File: src/rtl/awg_pkg.sv
// Shared constants, config register map and sequencer state encoding
// for the AWG sweep controller.
package awg_pkg;

    localparam int FREQ_W  = 12;
    localparam int AMP_W   = 3;
    localparam int PHASE_W = 8;
    localparam int CFG_W   = 12;
    localparam int DWELL_W = 12;
    localparam int AMP_MIN = 1;

    localparam logic [2:0] REG_F_START = 3'd0;
    localparam logic [2:0] REG_F_STOP  = 3'd1;
    localparam logic [2:0] REG_F_STEP  = 3'd2;
    localparam logic [2:0] REG_DWELL   = 3'd3;
    localparam logic [2:0] REG_AMP     = 3'd4;
    localparam logic [2:0] REG_PHASE   = 3'd5;
    localparam logic [2:0] REG_MODE    = 3'd6;

    typedef enum logic [1:0] {
        ST_IDLE = 2'd0,
        ST_RUN  = 2'd1,
        ST_DONE = 2'd2
    } state_t;

endpackage

File: src/rtl/awg_dwell_timer.sv
// Dwell timer: a prescaler plus dwell-unit counter; tick fires on the last
// cycle of every (dwell+1)*PRESCALE cycle window while run is high.
module awg_dwell_timer #(
    parameter int PRESCALE = 1000,
    parameter int DWELL_W  = 12
) (
    input  logic               clk,
    input  logic               rst,
    input  logic               clear,
    input  logic               run,
    input  logic [DWELL_W-1:0] dwell,
    output logic               tick
);
    localparam int PW = (PRESCALE > 1) ? $clog2(PRESCALE) : 1;
    localparam logic [PW-1:0] PRE_LAST = PW'(PRESCALE - 1);

    logic [PW-1:0]      pre_cnt;
    logic [DWELL_W-1:0] dwell_cnt;

    assign tick = run && (pre_cnt == PRE_LAST) && (dwell_cnt == dwell);

    always_ff @(posedge clk) begin
        if (rst || clear || !run) begin
            pre_cnt   <= '0;
            dwell_cnt <= '0;
        end else if (pre_cnt == PRE_LAST) begin
            pre_cnt   <= '0;
            dwell_cnt <= (dwell_cnt == dwell) ? '0 : dwell_cnt + 1'b1;
        end else begin
            pre_cnt <= pre_cnt + 1'b1;
        end
    end

endmodule

File: src/rtl/awg_sweep_ctrl.sv
// Sweep sequencer: owns the shadow configuration and drives the generator's
// enable, frequency, amplitude and phase through linear frequency sweeps.
module awg_sweep_ctrl #(
    parameter int PRESCALE = 1000,
    parameter int FREQ_W   = awg_pkg::FREQ_W,
    parameter int AMP_W    = awg_pkg::AMP_W,
    parameter int PHASE_W  = awg_pkg::PHASE_W
) (
    input  logic               clk,
    input  logic               rst,
    input  logic               cfg_we,
    input  logic [2:0]         cfg_addr,
    input  logic [11:0]        cfg_wdata,
    input  logic               start,
    input  logic               stop,
    output logic               en,
    output logic [FREQ_W-1:0]  state_freq,
    output logic [AMP_W-1:0]   state_amp,
    output logic [PHASE_W-1:0] state_phase,
    output logic               busy,
    output logic               done
);
    import awg_pkg::*;

    state_t state, state_n;

    logic [FREQ_W-1:0]  sh_start, sh_stop, sh_step;
    logic [DWELL_W-1:0] sh_dwell;
    logic [AMP_W-1:0]   sh_amp;
    logic [PHASE_W-1:0] sh_phase;
    logic               sh_loop;

    // Copy of the sweep parameters captured on entry to RUN; shadow writes
    // during a pass never disturb the pass in progress.
    logic [FREQ_W-1:0]  act_start, act_stop, act_step;
    logic [DWELL_W-1:0] act_dwell;
    logic               act_loop;

    logic               en_n, busy_n, done_n, load, tmr_clear, tick;
    logic [FREQ_W-1:0]  freq_n;
    logic [AMP_W-1:0]   amp_n;
    logic [PHASE_W-1:0] phase_n;
    logic [FREQ_W:0]    freq_sum;

    awg_dwell_timer #(.PRESCALE(PRESCALE), .DWELL_W(DWELL_W)) u_timer (
        .clk   (clk),
        .rst   (rst),
        .clear (tmr_clear),
        .run   (state == ST_RUN),
        .dwell (act_dwell),
        .tick  (tick)
    );

    assign freq_sum = {1'b0, state_freq} + {1'b0, act_step};

    always_comb begin
        state_n   = state;
        en_n      = en;
        busy_n    = busy;
        done_n    = 1'b0;
        freq_n    = state_freq;
        amp_n     = state_amp;
        phase_n   = state_phase;
        load      = 1'b0;
        tmr_clear = 1'b0;
        if (stop) begin
            state_n   = ST_IDLE;
            en_n      = 1'b0;
            busy_n    = 1'b0;
            tmr_clear = 1'b1;
        end else begin
            case (state)
                ST_RUN: begin
                    if (tick) begin
                        if (state_freq == act_stop || act_stop <= act_start) begin
                            done_n = 1'b1;
                            if (act_loop) begin
                                freq_n = act_start;
                            end else begin
                                state_n = ST_DONE;
                                busy_n  = 1'b0;
                            end
                        end else if (freq_sum[FREQ_W] || freq_sum[FREQ_W-1:0] >= act_stop) begin
                            freq_n = act_stop;
                        end else begin
                            freq_n = freq_sum[FREQ_W-1:0];
                        end
                    end
                end
                default: begin
                    if (start) begin
                        state_n   = ST_RUN;
                        en_n      = 1'b1;
                        busy_n    = 1'b1;
                        freq_n    = sh_start;
                        amp_n     = sh_amp;
                        phase_n   = sh_phase;
                        load      = 1'b1;
                        tmr_clear = 1'b1;
                    end
                end
            endcase
        end
    end

    always_ff @(posedge clk) begin
        if (rst) begin
            state       <= ST_IDLE;
            en          <= 1'b0;
            busy        <= 1'b0;
            done        <= 1'b0;
            state_freq  <= '0;
            state_amp   <= AMP_W'(AMP_MIN);
            state_phase <= '0;
            sh_start    <= '0;
            sh_stop     <= '0;
            sh_step     <= FREQ_W'(1);
            sh_dwell    <= '0;
            sh_amp      <= AMP_W'(AMP_MIN);
            sh_phase    <= '0;
            sh_loop     <= 1'b0;
            act_start   <= '0;
            act_stop    <= '0;
            act_step    <= FREQ_W'(1);
            act_dwell   <= '0;
            act_loop    <= 1'b0;
        end else begin
            state       <= state_n;
            en          <= en_n;
            busy        <= busy_n;
            done        <= done_n;
            state_freq  <= freq_n;
            state_amp   <= amp_n;
            state_phase <= phase_n;
            if (load) begin
                act_start <= sh_start;
                act_stop  <= sh_stop;
                act_step  <= sh_step;
                act_dwell <= sh_dwell;
                act_loop  <= sh_loop;
            end
            if (cfg_we) begin
                case (cfg_addr)
                    REG_F_START: sh_start <= cfg_wdata[FREQ_W-1:0];
                    REG_F_STOP:  sh_stop  <= cfg_wdata[FREQ_W-1:0];
                    REG_F_STEP:  sh_step  <= (cfg_wdata[FREQ_W-1:0] == '0) ? FREQ_W'(1)
                                                                           : cfg_wdata[FREQ_W-1:0];
                    REG_DWELL:   sh_dwell <= cfg_wdata[DWELL_W-1:0];
                    REG_AMP:     sh_amp   <= (cfg_wdata[AMP_W-1:0] == '0) ? AMP_W'(AMP_MIN)
                                                                          : cfg_wdata[AMP_W-1:0];
                    REG_PHASE:   sh_phase <= cfg_wdata[PHASE_W-1:0];
                    REG_MODE:    sh_loop  <= cfg_wdata[0];
                    default: ;
                endcase
            end
        end
    end

endmodule

File: config.mk
export PLATFORM = sky130hd
export DESIGN_NAME = awg_sweep_ctrl
export DESIGN_NICKNAME = d
export VERILOG_FILES = /design/src/rtl/awg_pkg.sv /design/src/rtl/awg_dwell_timer.sv /design/src/rtl/awg_sweep_ctrl.sv
export SDC_FILE = /design/constraint.sdc
export NUM_CORES = 1
export LEC_CHECK = 0
export CELL_PAD_IN_SITES_DETAIL_PLACEMENT = 1
export CELL_PAD_IN_SITES_GLOBAL_PLACEMENT = 2
export CORE_ASPECT_RATIO = 1.75
export CORE_MARGIN = 2
export CORE_UTILIZATION = 37
export CTS_BUF_LIST = sky130_fd_sc_hd__clkbuf_8
export DETAILED_ROUTE_END_ITERATION = 8
export PLACE_DENSITY_LB_ADDON = 0.1
export RECOVER_POWER = 100
export SETUP_SLACK_MARGIN = 0.2
export SYNTH_ARGS = -nofsm -noshare
export SYNTH_HDL_FRONTEND = slang
export SYNTH_HIERARCHICAL = 1
export SYNTH_SLANG_ARGS = --single-unit
File: constraint.sdc
create_clock -name clk -period 4.3 [get_ports clk]
set_clock_uncertainty 0.15 [all_clocks]
set_input_delay 1.29 -clock clk [delete_from_list [all_inputs] [get_ports clk]]
set_output_delay 1.29 -clock clk [all_outputs]
set_load 0.05 [all_outputs]
==> reports/summary.md, run 1 <==
- run status: complete, but fails checks
- violated checks: max-capacitance violations, max-slew violations
- area of the placeable core: 20120 um^2
- instance area at placement: 8300 um^2
- critical path class: flip-flop to flip-flop
- HPWL Detailed: 17.68 mm
- total global-route track usage: 22.05%
- Static Leak: 3.223 nW
- number of warnings printed during yosys synthesis: 6
- critical path endpoint category: flip-flop
- part of the Yosys area used for sequential elements: 41.94%
- critical path arrival: 4260 ps
- Setup Total Neg Slack: 0 ps
- Top FF cell, synth: sky130_fd_sc_hd__dfxtp_1
- critical register-to-register path startpoint: act_step[0]
- count of filler cells inserted in the layout: 2431
- Placement Setup Slack: -124.0 ps
- post-layout instance area: 8902 um^2
- register share of total power: 50.3%
- area fraction of the dominant cell type after synthesis: 41.94%
- multiplexer area fraction after synthesis: 2.306%
- die area: 21580 um^2
- end point of the most critical hold path: act_start[10]
- hold-fix buffers at CTS: 0
- number of placement rows: 69
- final hold vios: 0
- fmax: 244.3 MHz
- most numerous cell in the Yosys netlist: sky130_fd_sc_hd__nand2_1
- final critical-path share of the clock period: 95.19%
- transition time of the tightest slew-check pin: 1606 ps
- maximum number of pins on one net before global-route repair: 70
- Port Buffer Count: 45
- Synth Instances: 943
- first-pass iteration count of the detailed router: 4
- ANT cells: 0
- Setup violations, final: 0
- Setup WS post-layout: 206.9 ps
- clk buf depth: 2
- clock input transition at the sequential cells of the worst setup and hold paths: 90 ps
- R2R setup slack: 210 ps
- number of synthesized flops with an enable pin: 0
- share of cells above drive strength 1: 10.02%
- adder and majority cell fraction of the synthesized area: 6.570%
- logic gate share of total power: 12.2%
- largest fanout on the critical path: 6
- via density per instance: 5.316
- share of synthesized registers carrying an async set or reset: 0%
- kind of launch point of the worst setup path: flip-flop
- xor and xnor area share after synthesis: 5.343%
- critical register-to-register path endpoint: state_freq[1]
- maximum resistive drop on vdd: 0.1978 mV
- cells along the critical path: ha_4, fa_2, a21o_1, a2111oi_4, buf_4, o31ai_4, a21oi_2, xnor2_2, ha_4, o21ai_2, nor2_2, a2111oi_4, clkbuf_4, o211ai_1, buf_4, mux2_4, o21ai_2, a311oi_1
- initial core utilization: 37.49%
- final net count: 1055
- cell area after synthesis: 7541 um^2
- post-synthesis area per instance: 7.997 um^2
- count of state elements after synthesis: 158
- main combinational cell family by area after synthesis: simple AND/OR/NAND/NOR gates
- number of unique standard cell types used by synthesis: 59
- post-synth top area cell: sky130_fd_sc_hd__dfxtp_1
- Max stage delay on crit path: 350 ps
- setup repair after global routing missed its margin: true
- number of buffers inserted during clock tree synthesis: 17
- P_int: 2.177 mW
- max-slew violations: 43
- global-route wire length before repair: 37.40 mm
- final critical path time including I/O delays and setup: 4093 ps
- source of the worst hold timing path: act_start[10]
- source-to-sink clock delay at the later pin of the worst-skew pair: 460 ps
- required time at the endpoint of the critical path: 4460 ps
- final weighted congestion in routability-driven placement: 0.7884
- Tot Pwr: 2.987 mW
- power density of the placed cells: 335.5 nW/um^2
- TritonCTS clock tree: yes
- switching power total: 0.8101 mW
- relative area change from synthesis to final layout: 18.05%
- height of the chip: 192.9 um
- Max transition margin: -7.049%
- top post-synthesis cells by count: 259 x sky130_fd_sc_hd__nand2_1, 158 x sky130_fd_sc_hd__dfxtp_1, 144 x sky130_fd_sc_hd__a21oi_1, 50 x sky130_fd_sc_hd__nor2_1, 39 x sky130_fd_sc_hd__xnor2_1
- die outline width: 111.9 um
- buffers and inverters on the worst path: 3
- antenna violations before repair: 0
- Crit path max-delay family: compound AO/OA/AOI/OAI gates
- worst hold path depth: 2
- number of nets produced by synthesis: 1002
- worst hold path class: flip-flop to flip-flop
- Final ANT Viol Nets: 0
- compound-gate portion of the synthesized area: 15.20%
- clock network power share: 37.4%
- routed len/inst: 18.35 um
- vias in the first global route: 7117
- max_cap viols: 1
- Clock Tree Root: sky130_fd_sc_hd__clkbuf_8
- DRC violation total after the first TritonRoute iteration: 239
- CTS H-tree depth: 4
- synth top area cells: sky130_fd_sc_hd__dfxtp_1 42%, sky130_fd_sc_hd__nand2_1 13%, sky130_fd_sc_hd__a21oi_1 9.6%, sky130_fd_sc_hd__ha_1 6.3%, sky130_fd_sc_hd__xnor2_1 4.5%
- synthesized-area fraction occupied by and/or/nand/nor cells: 24.09%
- R2R depth: 18
- global-route congestion overflow total: 0
- critical path's slowest cell: sky130_fd_sc_hd__fa_2
- remaining routing DRC violations: 0
- # clock sinks: 158
- Sw Share: 27.12%
- vias post-DR: 6677
- top-level port count: 46
- wirelength, routed: 23.05 mm
==> logic make-up (layout without fill, tap and decap cells) <==
group	Yosys count	after routing
and+or+nand+nor	412	412
AOI/OAI and AO/OA	197	197
DFF	158	158
buffers and inverters	74	139
xor gates and xnor gates	46	46
adders and majority gates	39	39
muxes	17	17
==> metal layers <==
metal	track usage, %	up-vias	wire [um]
met5	0	-	0
met4	8.072	0	546
met3	3.486	30	453
met1	23.51	3249	9106
li1	-	3315	-
met2	43.12	83	12940
==> placed cells by master, fill, tap and decap left out, drive strengths merged, types with 6 or more instances in the layout <==
cell type and count:
dfxtp 158, nor2b 6, o21ai 12, xor2 7, buf 35, ha 38
or3 7, clkdlybuf4s50 15, nand3 18, inv 31, dlygate4sd3 29, clkbuf 20
nor3 16, and3 8, a21o 6, nor2 50, nand2b 7, a21oi 144
xnor2 39, mux2i 14, nand4 14, nand2 259
==> how the worst max path moves through the flow <==
stage / start / endpoint / slack [ps] / cells after the start
2_1_floorplan: state_freq[3] / state_freq[4] / 230 / 15
6_report: act_step[0] / state_freq[1] / 210 / 18
4_1_cts: state_freq[0] / state_freq[3] / 210 / 18
3_3_place_gp: state_freq[0] / state_freq[1] / -100 / 18
3_5_place_dp: state_freq[0] / state_freq[1] / -120 / 18
5_1_grt: act_step[0] / state_freq[1] / 30 / 18
==> power groups by stage <==
stage / combinational, mW / sequential [mW] / clock [mW]
2_1_floorplan: 0.196 / 1.56 / 0
3_3_place_gp: 0.342 / 1.54 / 0
3_5_place_dp: 0.351 / 1.54 / 0
4_1_cts: 0.357 / 1.50 / 1.16
5_1_grt: 0.400 / 1.51 / 1.21
6_report: 0.366 / 1.50 / 1.12
==> what timing repair did <==
item	in CTS	in global routing
endpoints found under the setup margin	12	12
gates resized for setup	13	19
buffers inserted	4	4
endpoints found under the hold margin	0	0
pin swaps	7	17
==> flip-flops by register name, indices dropped and copies added, names as in the netlist, 2 cells and up <==
signal             cells
sh_step               12
state_amp              3
state_freq            12
act_step              12
sh_stop               12
sh_start              12
u_timer/dwell_cnt     12
u_timer/pre_cnt       10
act_start             12
sh_dwell              12
act_stop              12
sh_phase               8
sh_amp                 3
state                  2
state_phase            8
act_dwell             12
==> per-stage QoR <==
step                hold slack (ps)  util (%)  cells
finish                        308.6     44.26   1256
global route                  323.8     44.26   1256
CTS                           307.2     43.58   1252
detailed placement            300.3     41.26   1217
global placement              289.0     41.26   1217
floorplan                     280.2         -    943
==> tightest hold or removal path: stages, from the launching register on <==
cell and delay (ps):
sky130_fd_sc_hd__dfxtp_1 320, sky130_fd_sc_hd__nand2_1 50, sky130_fd_sc_hd__a21oi_1 50
==> final cells by class <==
cell class              instances  area, um^2  share of cell area (%)
clock buffers                  19       261.5                   2.937
flip-flops and latches        158        3168                   35.59
multi-input cells             711        4185                   47.01
inverters                      28       105.1                   1.181
repair buffers                 80       735.7                   8.264
well taps                     248       310.3                   3.486
clock inverters                12       136.4                   1.532
Note: power is estimated with default switching activity, not from simulation.
==> run 2: changes to the inputs <==
--- a/config.mk
+++ b/config.mk
@@ -5,6 +5,7 @@
 export SDC_FILE = /design/constraint.sdc
 export NUM_CORES = 1
 export LEC_CHECK = 0
+export CAP_MARGIN = 30
 export CELL_PAD_IN_SITES_DETAIL_PLACEMENT = 1
 export CELL_PAD_IN_SITES_GLOBAL_PLACEMENT = 2
 export CORE_ASPECT_RATIO = 1.75
==> results of run 2 <==
No change in the layout: final DEF, timing and power equal those of run 1.
==> run 3: changes to the inputs <==
--- a/config.mk
+++ b/config.mk
@@ -5,14 +5,14 @@
 export SDC_FILE = /design/constraint.sdc
 export NUM_CORES = 1
 export LEC_CHECK = 0
-export CAP_MARGIN = 30
 export CELL_PAD_IN_SITES_DETAIL_PLACEMENT = 1
 export CELL_PAD_IN_SITES_GLOBAL_PLACEMENT = 2
 export CORE_ASPECT_RATIO = 1.75
 export CORE_MARGIN = 2
-export CORE_UTILIZATION = 37
+export CORE_UTILIZATION = 40
 export CTS_BUF_LIST = sky130_fd_sc_hd__clkbuf_8
 export DETAILED_ROUTE_END_ITERATION = 8
+export DONT_BUFFER_PORTS = 1
 export PLACE_DENSITY_LB_ADDON = 0.1
 export RECOVER_POWER = 100
 export SETUP_SLACK_MARGIN = 0.2
==> reports/summary.md, run 3 (synthesized netlist as in run 1, its figures left out) <==
- Final ANT Viol Nets: 0
- setup repair after global routing missed its margin: true
- total global-route track usage: 23.46%
- worst hold path class: flip-flop to flip-flop
- instance area at placement: 7812 um^2
- first-pass iteration count of the detailed router: 4
- number of placement rows: 66
- TritonCTS clock tree: yes
- Port Buffer Count: 0
- Setup Total Neg Slack: 0 ps
- final critical path time including I/O delays and setup: 4068 ps
- power density of the placed cells: 350.6 nW/um^2
- cells along the critical path: ha_4, fa_2, a21o_1, a2111oi_4, clkbuf_1, buf_4, nor2_1, xnor2_1, ha_2, a211oi_4, nor2_2, a2111oi_4, o211ai_1, buf_4, mux2_4, o21ai_2, a311oi_1
- kind of launch point of the worst setup path: flip-flop
- vias in the first global route: 6830
- Static Leak: 2.909 nW
- Setup violations, final: 0
- DRC violation total after the first TritonRoute iteration: 290
- final critical-path share of the clock period: 94.62%
- Crit path max-delay family: compound AO/OA/AOI/OAI gates
- critical path endpoint category: flip-flop
- source-to-sink clock delay at the later pin of the worst-skew pair: 450 ps
- final weighted congestion in routability-driven placement: 0.8577
- via density per instance: 5.395
- final hold vios: 0
- critical path arrival: 4200 ps
- run status: complete, no violations
- Max transition margin: 6.497%
- final net count: 1009
- vias post-DR: 6479
- Clock Tree Root: sky130_fd_sc_hd__clkbuf_8
- transition time of the tightest slew-check pin: 1403 ps
- max-slew violations: 0
- max_cap viols: 0
- initial core utilization: 40.77%
- clock input transition at the sequential cells of the worst setup and hold paths: 90 ps
- top-level port count: 46
- placed instance count: 1160
- HPWL Detailed: 16.75 mm
- clk buf depth: 2
- # clock sinks: 158
- remaining routing DRC violations: 0
- buffers and inverters on the worst path: 3
- maximum resistive drop on vdd: 0.2143 mV
- share of cells above drive strength 1: 8.827%
- die outline width: 107.8 um
- fraction of met1 tracks used by global routing: 25.60%
- global-route congestion overflow total: 0
- hold-fix buffers at CTS: 0
- critical path's slowest cell: sky130_fd_sc_hd__fa_2
- wirelength, routed: 22.63 mm
- GR met3 Demand/Resource: 4.027%
- CTS H-tree depth: 4
- height of the chip: 185.6 um
- largest fanout on the critical path: 6
- commonest non-fill, non-tap cells in the layout: 259 x sky130_fd_sc_hd__nand2_1, 154 x sky130_fd_sc_hd__dfxtp_1, 143 x sky130_fd_sc_hd__a21oi_1
- area of the placeable core: 18500 um^2
- maximum number of pins on one net before global-route repair: 138
- antenna violations before repair: 0
- Global Route met2 Usage: 44.35%
- post-layout instance area: 8379 um^2
- fmax: 245.8 MHz
- Max stage delay on crit path: 350 ps
- die area: 20010 um^2
- relative area change from synthesis to final layout: 11.12%
- routed len/inst: 18.85 um
- most common cell after layout, fill and taps aside: sky130_fd_sc_hd__nand2_1
- non-filler instance count after layout: 1201
- required time at the endpoint of the critical path: 4430 ps
- number of buffers inserted during clock tree synthesis: 17
- critical path class: flip-flop to flip-flop
- busiest layer in global routing: met2
- global-route wire length before repair: 36.27 mm
- ANT cells: 0
## run 3: cell types whose count changed in the layout (fill, tap and decap cells not counted), sizes merged, moves of 2 or more
| cell | previous run | this run |
|---|---|---|
| clkinv | 4 | 7 |
| clkdlybuf4s50 | 15 | 0 |
| clkbuf | 20 | 33 |
| dlygate4sd3 | 29 | 0 |
| buf | 35 | 17 |
| inv | 31 | 29 |
## run 3: stage by stage
step | util [%] | hold WS [ps] | setup slack, ps | power, mW
finish | 45.30 | 303.5 | 231.5 | 2.938
global route | 45.30 | 319.7 | 68.86 | 3.071
CTS | 44.92 | 304.6 | 134.3 | 2.971
detailed placement | 42.23 | 294.5 | -449.3 | 1.813
global placement | 42.23 | 286.4 | -323.7 | 1.805
floorplan | - | 280.2 | 226.1 | 1.756
## run 3: worst paths after layout
check / from / to / slack (ps) / depth (start not counted)
worst max-delay path: act_step[0] / state_freq[1] / 230 / 17
worst min register to register: sh_step[11] / act_step[11] / 300 / 2
worst max register to register: act_step[0] / state_freq[1] / 230 / 17
worst min-delay path: sh_step[11] / act_step[11] / 300 / 2
## run 3: worst min-delay path, stage by stage, from the launching register on
cell and delay, ps:
sky130_fd_sc_hd__dfxtp_1 320, sky130_fd_sc_hd__nand2_1 50, sky130_fd_sc_hd__a21oi_1 50
## run 3: cell type report
type,count,area [um^2]
timing repair buffer,34,201.4
inverter,28,105.1
clock buffer,17,234.0
clock inverter,15,173.9
tap,238,297.8
multi-input combinational,711,4199
sequential,158,3168
fill,2296,10120
## run 3: per-layer routing
metal / vias up / routed length (um)
met5: - / 0
met4: 0 / 584
met3: 29 / 631
met2: 79 / 12340
met1: 3149 / 9082
li1: 3222 / -
## run 3: where the power goes
part	switching (mW)	internal (mW)	leakage (nW)
Clock	0.575	0.571	0.199
Sequential	0.0238	1.49	1.28
Combinational	0.174	0.109	1.43
## run 3: timing repair
action | in CTS | in global routing
resized for setup | 17 | 16
setup buffers | 4 | 5
setup endpoints to repair | 12 | 12
pin swaps | 11 | 19
==> RTL change, RTL diff (flow settings as in run 3) <==
Remove the register `done`: a continuous assignment takes its place, so the output `done` follows one clock earlier.
--- a/src/rtl/awg_sweep_ctrl.sv
+++ b/src/rtl/awg_sweep_ctrl.sv
@@ -108,7 +108,6 @@
             state       <= ST_IDLE;
             en          <= 1'b0;
             busy        <= 1'b0;
-            done        <= 1'b0;
             state_freq  <= '0;
             state_amp   <= AMP_W'(AMP_MIN);
             state_phase <= '0;
@@ -128,7 +127,6 @@
             state       <= state_n;
             en          <= en_n;
             busy        <= busy_n;
-            done        <= done_n;
             state_freq  <= freq_n;
             state_amp   <= amp_n;
             state_phase <= phase_n;
@@ -156,5 +154,7 @@
         end
     end
 
+    assign done = done_n;
+
 endmodule
 
Check against the original RTL: same outputs for any inputs over 4 cycles, from zero or initial values and one cycle with rst high; that may be too few to reach the edited logic, so the function may still have changed.
==> RTL change against run 3 <==
  * Sequential share of layout area is 0.36 points lower
  * Core utilization rose by 0.11 points
  * Critical path type is now reg2out
  * Final cell count is 1.3% higher
  * Area after synthesis is 0.43% lower
  * Die area fell by 0.41%
  * Routed wire length up 3.6%
  * Highest routed layer unchanged
  * Global-route usage rose by 0.74 points
  * Design area is 0.25% higher
  * Setup slack lost 0.017 ns
  * Sequential cell count decreased by 1
  * Largest power group unchanged
  * Maximum frequency shrank 0.41%
  * Power up 3.0%
==> RTL change: results (changes against run 3) <==
* Shortest period the worst path allows at 4.09 ns (+0.0168 ns)
* Launch instance of the worst register-to-register path: state_freq[1]
* Count of different cell masters after synthesis at 67 (+14%)
* Vias after detailed routing at 6581 (+1.6%)
* Tot GR Track Use at 24.2% (+0.74 points)
* Main area contributors after synthesis: sky130_fd_sc_hd__dfxtp_1 42%, sky130_fd_sc_hd__nand2_1 14%, sky130_fd_sc_hd__a21oi_1 9.5%
* VDD IR-drop max at 0.000212 V (-1.0%)
* Share of cells above drive strength 1 at 10.8% (+2.0 points)
* Total cell area at the placement stage at 7830 um2 (+0.27%)
* CP max FO at 3 (-3)
* Setup slack of the worst register-to-register path at 0.40 ns (+0.17 ns)
* Reported clock group power at 1.19 mW (+3%)
* Half-perimeter wire length after detailed placement at 17800 um (+6.3%)
* Part of the Yosys area used for sequential elements at 41.9% (-0.085 points)
* Most common library cells after synthesis: 276 x sky130_fd_sc_hd__nand2_1, 157 x sky130_fd_sc_hd__dfxtp_1, 142 x sky130_fd_sc_hd__a21oi_1
* Detailed-route wire length on metal 1 at 9320 um (+2.6%)
* Cell depth of the worst flop-to-flop path at 15 (-2)
* Arrival time worst endpoint at 2.65 ns (-1.55 ns)
* Timing endpoint of the critical path: done
* RePlAce Congestion at 0.872 (+1.7%)
* Adder and majority gate portion of the synthesized area at 6.60% (+0.028 points)
* Synth Net Count at 1011 (+0.90%)
* Met2 demand-to-capacity share in global routing at 47.1% (+2.7 points)
* Maximum number of pins on one net before global-route repair at 127 (-8.0%)
* Startpoint of the most critical setup path: act_start[1]
* Wire length on met3 at 519 um (-18%)
* End point of the most critical hold path: act_stop[8]
* Fraction of power consumed by the clock network at 39.2% (+0.2 points)
* Internal power of the cells at 2.21 mW (+1.9%)
* Fill cells at 2325 (+1.3%)
* Met1 capacity usage during global routing at 25.8% (+0.15 points)
* Status: completed
* Global Route met3 Usage at 4.15% (+0.13 points)
* Wire length of the first global-routing pass at 37200 um (+2.5%)
* Hold path startpoint: sh_stop[8]
* Worst r2r dst: state_freq[7]
* Post-Place Setup Slack at 0.0298 ns (+0.479 ns)
[RTL change: cell count changes after synthesis, sizes merged, moves of 4 or more]
cell	before	now
a31oi	3	8
mux2i	14	3
nand2	259	276
nand3	18	23
nor2	50	41
nor4	5	9
o21ai	12	22
xnor2	39	26
xor2	7	20
[RTL change: what timing repair did]
action,CTS,global route
resized for setup,8,12
pin swaps,5,14
setup endpoints to repair,12,13
setup buffers,5,7
[RTL change: through the flow]
step / std cells / hold WS, ns
finish: 1217 / 0.301
detailed placement: 1173 / 0.292
global placement: 1173 / 0.283
CTS: 1210 / 0.295
global route: 1217 / 0.319
floorplan: 952 / 0.280
[RTL change: layout make-up]
class	count	area [um2]	area share (%)
clock inverters	13	164	1.95
inverters	29	109	1.30
well taps	238	298	3.54
clock buffers	19	262	3.11
flip-flops and latches	157	3150	37.4
repair buffers	41	293	3.49
multi-input cells	720	4130	49.2
